$ cat src/rtl/muldiv_pkg.sv
// Shared types and constants for the iterative multiply/divide unit.
// Pure declarations: no latency, no flow control.
package muldiv_pkg;

  typedef enum logic [1:0] {
    IDLE = 2'd0,
    CALC = 2'd1,
    FIX  = 2'd2
  } state_t;

  localparam logic OP_MUL = 1'b0;
  localparam logic OP_DIV = 1'b1;

  // Replicated to WIDTH bits to form the divide-by-zero quotient.
  localparam logic DBZ_QUOT_BIT = 1'b1;

endpackage

$ cat src/rtl/muldiv_negate.sv
// Conditional two's-complement: out_val = neg ? -in_val : in_val.
// Combinational, zero latency, no flow control.
module muldiv_negate #(
  parameter int W = 32
) (
  input  logic         neg,
  input  logic [W-1:0] in_val,
  output logic [W-1:0] out_val
);

  assign out_val = neg ? (~in_val + W'(1)) : in_val;

endmodule

$ cat src/rtl/muldiv_iter.sv
// Iterative shift-add multiply / restoring divide; done one cycle after edge E0+n+1.
// Accepts start_i only while ready_o is high; no queueing, annul_i drops the operation.
module muldiv_iter
  import muldiv_pkg::*;
#(
  parameter int WIDTH = 32
) (
  input  logic               clk,
  input  logic               rst,
  input  logic               start_i,
  input  logic               annul_i,
  input  logic               is_div_i,
  input  logic               signed_i,
  input  logic [WIDTH-1:0]   opdata1_i,
  input  logic [WIDTH-1:0]   opdata2_i,
  output logic               ready_o,
  output logic               done_o,
  output logic [2*WIDTH-1:0] result_o,
  output logic               div_by_zero_o
);

  localparam int CNT_W = $clog2(WIDTH) + 1;
  localparam int W2    = 2 * WIDTH;

  state_t           state_q, state_d;
  logic [CNT_W-1:0] cnt_q, n_mul;
  logic [W2-1:0]    acc_q, mcand_q;
  logic [WIDTH-1:0] op2_q;
  logic             is_div_q, neg_q_q, neg_r_q, dbz_q;

  logic             s1, s2, accept, div_zero, step_en, fix_en;
  logic [WIDTH-1:0] mag1, mag2, rem_fix, quo_fix;
  logic [WIDTH:0]   trial;
  logic [W2-1:0]    mul_next, div_next, prod_fix, fix_res;

  assign s1       = signed_i & opdata1_i[WIDTH-1];
  assign s2       = signed_i & opdata2_i[WIDTH-1];
  assign accept   = ready_o & start_i & ~annul_i;
  assign div_zero = (is_div_i == OP_DIV) && (opdata2_i == '0);

  muldiv_negate #(.W(WIDTH)) u_mag1 (.neg(s1), .in_val(opdata1_i), .out_val(mag1));
  muldiv_negate #(.W(WIDTH)) u_mag2 (.neg(s2), .in_val(opdata2_i), .out_val(mag2));

  // Early-termination count: one iteration per multiplier bit up to its MSB.
  always_comb begin
    n_mul = CNT_W'(1);
    for (int i = 0; i < WIDTH; i++) begin
      if (mag2[i]) n_mul = CNT_W'(i + 1);
    end
  end

  // acc_q holds {partial remainder, dividend/quotient} during a divide.
  assign trial    = {acc_q[W2-1:WIDTH], acc_q[WIDTH-1]} - {1'b0, op2_q};
  assign div_next = trial[WIDTH] ? {acc_q[W2-2:0], 1'b0}
                                 : {trial[WIDTH-1:0], acc_q[WIDTH-2:0], 1'b1};
  assign mul_next = acc_q + (op2_q[0] ? mcand_q : '0);

  muldiv_negate #(.W(W2))    u_prod (.neg(neg_q_q), .in_val(acc_q), .out_val(prod_fix));
  muldiv_negate #(.W(WIDTH)) u_rem  (.neg(neg_r_q), .in_val(acc_q[W2-1:WIDTH]), .out_val(rem_fix));
  muldiv_negate #(.W(WIDTH)) u_quo  (.neg(neg_q_q), .in_val(acc_q[WIDTH-1:0]), .out_val(quo_fix));

  assign fix_res = (is_div_q == OP_DIV) ? {rem_fix, quo_fix} : prod_fix;

  always_ff @(posedge clk or negedge rst) begin
    if (!rst) state_q <= IDLE;
    else      state_q <= state_d;
  end

  always_comb begin
    state_d = state_q;
    ready_o = 1'b0;
    step_en = 1'b0;
    fix_en  = 1'b0;
    case (state_q)
      IDLE: begin
        ready_o = 1'b1;
        if (accept) state_d = div_zero ? FIX : CALC;
      end
      CALC: begin
        if (annul_i) begin
          state_d = IDLE;
        end else begin
          step_en = 1'b1;
          if (cnt_q == CNT_W'(1)) state_d = FIX;
        end
      end
      FIX: begin
        state_d = IDLE;
        fix_en  = ~annul_i;
      end
      default: state_d = IDLE;
    endcase
  end

  always_ff @(posedge clk or negedge rst) begin
    if (!rst) begin
      cnt_q         <= '0;
      acc_q         <= '0;
      mcand_q       <= '0;
      op2_q         <= '0;
      is_div_q      <= 1'b0;
      neg_q_q       <= 1'b0;
      neg_r_q       <= 1'b0;
      dbz_q         <= 1'b0;
      result_o      <= '0;
      done_o        <= 1'b0;
      div_by_zero_o <= 1'b0;
    end else begin
      done_o <= 1'b0;
      if (accept) begin
        is_div_q <= is_div_i;
        dbz_q    <= div_zero;
        op2_q    <= mag2;
        if (div_zero) begin
          // Dividend passes through untouched as the remainder.
          acc_q   <= {opdata1_i, {WIDTH{DBZ_QUOT_BIT}}};
          neg_q_q <= 1'b0;
          neg_r_q <= 1'b0;
          cnt_q   <= '0;
        end else if (is_div_i == OP_DIV) begin
          acc_q   <= {{WIDTH{1'b0}}, mag1};
          neg_q_q <= s1 ^ s2;
          neg_r_q <= s1;
          cnt_q   <= CNT_W'(WIDTH);
        end else begin
          acc_q   <= '0;
          mcand_q <= {{WIDTH{1'b0}}, mag1};
          neg_q_q <= s1 ^ s2;
          neg_r_q <= s1;
          cnt_q   <= n_mul;
        end
      end
      if (step_en) begin
        cnt_q <= cnt_q - CNT_W'(1);
        if (is_div_q == OP_DIV) begin
          acc_q <= div_next;
        end else begin
          acc_q   <= mul_next;
          mcand_q <= mcand_q << 1;
          op2_q   <= op2_q >> 1;
        end
      end
      if (fix_en) begin
        result_o      <= fix_res;
        div_by_zero_o <= dbz_q;
        done_o        <= 1'b1;
      end
    end
  end

endmodule

$ cat config.mk
export PLATFORM = sky130hd
export DESIGN_NAME = muldiv_iter
export DESIGN_NICKNAME = d
export VERILOG_FILES = /design/src/rtl/muldiv_pkg.sv /design/src/rtl/muldiv_negate.sv /design/src/rtl/muldiv_iter.sv
export SDC_FILE = /design/constraint.sdc
export NUM_CORES = 1
export LEC_CHECK = 0
export BUFFER_PORTS_ARGS = -buffer_cell sky130_fd_sc_hd__buf_4
export CAP_MARGIN = 20
export CORE_MARGIN = 2
export CORE_UTILIZATION = 30
export CTS_BUF_LIST = sky130_fd_sc_hd__clkbuf_4
export DETAILED_ROUTE_END_ITERATION = 7
export PLACE_DENSITY_LB_ADDON = 0.12
export SKIP_CTS_REPAIR_TIMING = 1
export SYNTH_ARGS = -nofsm -noshare
export SYNTH_HDL_FRONTEND = slang
export SYNTH_SLANG_ARGS = --single-unit
$ cat constraint.sdc
create_clock -name clk -period 3.7 [get_ports clk]
set_input_delay 0.37 -clock clk [delete_from_list [all_inputs] [get_ports clk]]
set_output_delay 0.37 -clock clk [all_outputs]
set_load 0.02 [all_outputs]
Word-level counts from Yosys, hierarchy flattened
Index checks and enable logic that the tools add are counted.

Add/sub/neg operators: 8. Eq/ne operators: 5. Multiplexer cells: 68. Bitwise logic cells: 11. Reduce and logical (&&, ||, !) cells: 5.

Operator list (count): $mux 64 (13); $mux 32 (8); $mux 6 (26); $add 32x1->32 const B (4); $not 32->32 (4); $add 64x1->64 const B (1); $add 64x64->64 (1); $not 64->64 (1); $sub 33x32->33 (1); $logic_not 32->1 (1); $mux 2 (6); $mux 3 (4); $mux 4 (3); $mux 1 (7); $eq 6x1->1 const B (1); $sub 6x1->6 const B (1); $and 1x1->1 (4); $pmux 2 s2 (1); $ne 3x3->1 const B (1); $eq 2x1->1 const B (1); $eq 2x2->1 const B (1); $logic_not 2->1 (1); $ne 2x2->1 const B (1); $reduce_and 2->1 (1); 4 further kinds (4).

Bits in registers: 238. Input port bits: 70. Output and inout bits: 67. Word-level logic and storage cells: 109.

Logic depth before layout (Yosys ltp)
Word-level depth: 38. Mapped depth: 16. Gate-level depth less buffers: 15.

Cells and area by module
From an unflattened synthesis, not the netlist that was laid out.

Cell total of the unflattened synthesis: 2733. Area, all modules: 22311.4 um2.

Modules (own cells, without submodules): muldiv_iter (times used 1, cells an instance 2140, area an instance 17673.2 um2, sequential area each 5955.7 um2); muldiv_negate at u_mag1 ... (times used 4, cells an instance 99, area an instance 777.0 um2, sequential area each 0.0 um2); muldiv_negate at u_prod (times used 1, cells an instance 197, area an instance 1530.2 um2, sequential area each 0.0 um2).

Worst setup path after synthesis
OpenSTA, ideal clock, no wires.

Path kind: register to register. Start point: reg op2_q[0]. End point: reg acc_q[56]. Setup time: 104 ps. Data arrival time: 3517 ps. Required time: 3596 ps. Slack: 79 ps. Stages on the path, launching flop included: 17. Path buffers: 1. Period minus slack after synthesis: 3621 ps. Cell sequence: dfrtp_1 > clkbuf_1 > and2_1 > ha_1 > inv_1 > fa_1 > nor2b_1 > o2111ai_1 > a21oi_1 > o21ai_0 > a41oi_1 > a221oi_1 > o41a_1 > o211ai_1 > a21oi_1 > xor2_1 > a221oi_1.

Cells in the longest elaborated chain, start to end: 4. Elaborated cells on any way between the ends: 6. Those cells by class: 2 x add/sub; 4 x mux.

Ends and longest elaborated chain: start, declared (line muldiv_iter.sv:28) `logic [WIDTH-1:0] op2_q;`; start signal, assigned (line muldiv_iter.sv:113) `op2_q <= mag2;`; start signal, assigned (line muldiv_iter.sv:140) `op2_q <= op2_q >> 1;`; $mux 64 or $sub 33x32->33 (tied branches) (line muldiv_iter.sv:56, muldiv_iter.sv:53); $add 64x64->64 or $mux 64 (tied branches) (line muldiv_iter.sv:56, muldiv_iter.sv:54); $mux 64 (*) (line muldiv_iter.sv:135) `if (is_div_q == OP_DIV) begin`; $mux 64 (*) (line muldiv_iter.sv:133) `if (step_en) begin`; end signal, assigned (line muldiv_iter.sv:121) `acc_q <= {{WIDTH{1'b0}}, mag1};`; end signal, assigned (line muldiv_iter.sv:136) `acc_q <= div_next;`; end signal, assigned (line muldiv_iter.sv:138) `acc_q <= mul_next;`; end, declared (line muldiv_iter.sv:27) `logic [W2-1:0] acc_q, mcand_q;`.

Mark *: on every way between the ends. The rest lies on a longest branch, timed or not. A chain may end at the register's enable or synchronous reset.

Final worst setup path
Start point: reg op2_q[0]. End point: reg acc_q[35].

Same word-level chain as after synthesis.

==> impl_metrics.csv <==
group,metric,value,unit
run_status,status,"complete, but fails checks",
run_status,violations,"negative hold slack, negative setup slack",
placed_design,place_area,0.0232,mm²
timing,max_freq,267,MHz
floorplanning,die_area,0.0674,mm²
synthesis,syn-cell-area,0.0196,mm²
setup_path,crit_required,4420,ps
global_routing,grt_max_degree,80,
synthesis,synth_simple_gate_area_share,19.2,%
global_routing,grt_pass1_wl,124000,µm
routing,dr.first_iter.drc_count,1400,
synthesis,synth_xor_area_share,9.34,%
synthesis,synth-edff-count,0,
final_layout,synthToLayoutAreaGrowth,28.1,%
placed_design,port_buffers,136,
timing,fin_setup_tns,-360,ps
cts,numCtsBuffers,76,
floorplanning,rows,93,
routing,drt_wl_total,84100,µm
power_and_ir_drop,seq_power_share,20.0,%
synthesis,syn_inst,2429,
power_and_ir_drop,p_sw_share,47.5,%
setup_path,r2r_start,"op2_q[0]",
final_layout,fin_cells,3691,
timing,finalSetupViolCount,15,
timing,finalMaxSlewViolations,0,
synthesis,synthAdderAreaFrac,6.65,%
synthesis,ys_top_cells_by_count,"nand2_1, dfrtp_1, o21ai_0",
power_and_ir_drop,totalPowerFinal,21.1,mW
power_and_ir_drop,power.density,841,mW/mm²
timing,hold_viol,1,
final_layout,fin_nets,2960,
routing,viasPerCell,5.47,
timing,skew,80.8,ps
synthesis,synth.avg_cell_area,8.07,µm²
synthesis,synth.net_count,2602,
setup_path,cp_max_fo,8,
setup_path,worstPathArrival,4470,ps
final_layout,finish.instance_area,0.0251,mm²
routing,dr_total_vias,20200,
power_and_ir_drop,leakage,11.2,nW
floorplanning,initial_core_util,30.4,%
cts,clk_pin_slew_worst_paths,70,ps
power_and_ir_drop,p_sw,10.0,mW
synthesis,synthMuxAreaShare,2.41,%
floorplanning,coreArea,0.0646,mm²
final_layout,final_core_util,38.9,%
synthesis,synth_top_area_share,30.4,%
global_routing,grt_overflow_total,0,
timing,setup_slack,-49.7,ps
setup_path,critPathLaunchType,"flip-flop",
cts,clock_path_buffers,3,
routing,drc,0,
setup_path,crit_start,"op2_q[0]",
setup_path,end_kind,"flip-flop",
placed_design,dp_cells,3530,
setup_path,ff2ff_setup_slack,-50,ps
cts,tritoncts,"done",
placed_design,gp_congestion,0.916,
synthesis,synth_compound_area_share,27.7,%
synthesis,synthTopCellsByArea,"dfrtp_1, ha_1, nand2_1",
routing,avgRoutedWirePerCell,22.8,µm
setup_path,crit_type,"flip-flop to flip-flop",
synthesis,ys_seq_area_share,30.4,%
synthesis,synthArstFlopShare,100,%
floorplanning,die_h,260,µm
global_routing,grt_util_all_layers,24.3,%
global_routing,antenna_found_initial,4,
placed_design,hpwl,65500,µm
routing,drtAntennaViolNets,0,
synthesis,ys_types,82,
synthesis,yosysTopAreaCell,"dfrtp_1",
timing,period_needed,3750,ps
synthesis,synthFlopType,"dfrtp_1",
run,cap_viol_max_count,0,
cts,cts-root-buf,"clkbuf_4",
cts,htree_levels,3,
power_and_ir_drop,ir_drop,528,µV
power_and_ir_drop,combPwrFrac,66.7,%
placed_design,post-place-ws,-224,ps
worst_hold_path,holdCritStartpoint,"opdata1_i[7]",
timing,slew-limit-headroom,41.2,%
synthesis,yosysWarnings,0,
timing,rsz0062_at_grt,"true",
synthesis,synth_top_family_by_area,"compound AO/OA/AOI/OAI gates",
cts,clock_latency,830,ps
timing,tightest_slew,882,ps
floorplanning,io-pin-count,137,
routing,first_pass_iters,7,
power_and_ir_drop,p_int,11.1,mW
power_and_ir_drop,p_clk_share,13.3,%
global_routing,grt_pass1_vias,19800,
floorplanning,fp.dieW,260,µm
worst_hold_path,hold_path_class,"input port to flip-flop",
synthesis,yosys_register_bits,238,
timing,fin_crit_sh,101,%
synthesis,yosys.cell_count.top_type,"nand2_1",
timing,fin_hold_ws,-43.9,ps
cts,cts.sinks,238,
final_layout,drive_above_1_share,23.7,%
power by group through the flow:
stage | sequential [mW] | clock (mW) | combinational (mW)
global route | 4.33 | 3.04 | 15.2
finish | 4.23 | 2.80 | 14.1
global placement | 4.26 | 0 | 12.4
floorplan | 4.35 | 0 | 7.16
CTS | 4.23 | 2.92 | 12.5
detailed placement | 4.27 | 0 | 12.5
cell usage in the layout, fill, tap and decap left out, drive strengths merged, types with 10 or more instances in the layout:
cell / n
buf: 407
nand2: 320
o21ai: 267
dfrtp: 238
a21oi: 182
nor2: 131
xor2: 116
clkbuf: 106
ha: 101
xnor2: 93
inv: 81
and2: 80
o211ai: 57
a21o: 53
nor3: 43
a31oi: 43
mux2i: 37
a22o: 34
nor2b: 32
nand3: 31
a211oi: 31
o31ai: 22
a221oi: 21
nand2b: 20
o21a: 19
nand4: 17
nor4: 17
or4: 16
clkinv: 15
and3: 15
or3: 14
dlygate4sd3: 13
o21bai: 12
o41ai: 11
a22oi: 10
layout make-up:
class,count,area (µm²)
clock inverter,21,153
timing repair buffer,422,3430
sequential,238,5960
antenna,2,5.00
tap,855,1070
fill,6712,39500
inverter,78,293
clock buffer,104,781
multi-input combinational,1971,13400
layer usage:
layer  GRT usage, %  vias to the layer above  share of wire [%]
met2           40.9                      585                 47
li1               -                     9577                  -
met1           31.4                     9874                 43
met5              0                        -              0.019
met4           7.46                        4                3.0
met3           4.66                      144                6.3
cells by family (layout without fill, tap and decap cells):
logic type / count (synthesis) / in the layout
buf+inv: 220 / 625
xor+xnor: 209 / 209
simple gates: 766 / 766
fa+ha+maj: 103 / 103
compound gates: 847 / 847
flops: 238 / 238
mux: 46 / 46
other cells: 0 / 2
sequential cells by signal, summed over array words and instances (netlist names), 2 cells and up:
name and cells:
acc_q 64, cnt_q 6, mcand_q 64, op2_q 32
result_o 64, state_q 2
worst max-delay path, stage by stage (launching register included):
cell	delay, ps
dfrtp_2	460
buf_12	150
ha_4	160
fa_2	390
nor2b_2	130
o31a_1	180
o41a_1	240
o211ai_1	150
a21oi_2	240
nand2_1	100
a211oi_2	230
buf_4	160
xor2_4	270
buf_12	190
buf_12	130
mux2i_4	240
a21oi_2	70
a2bb2oi_1	140
path summary, 6_finish.rpt:
check / end / cells after the start
worst min register to register: op2_q[12] / 2
min in group asynchronous: result_o[20] / 2
max in group asynchronous: op2_q[13] / 3
worst max-delay path: acc_q[35] / 17
worst min-delay path: acc_q[39] / 3
worst max register to register: acc_q[35] / 17
Note: power is estimated with default switching activity, not from simulation.
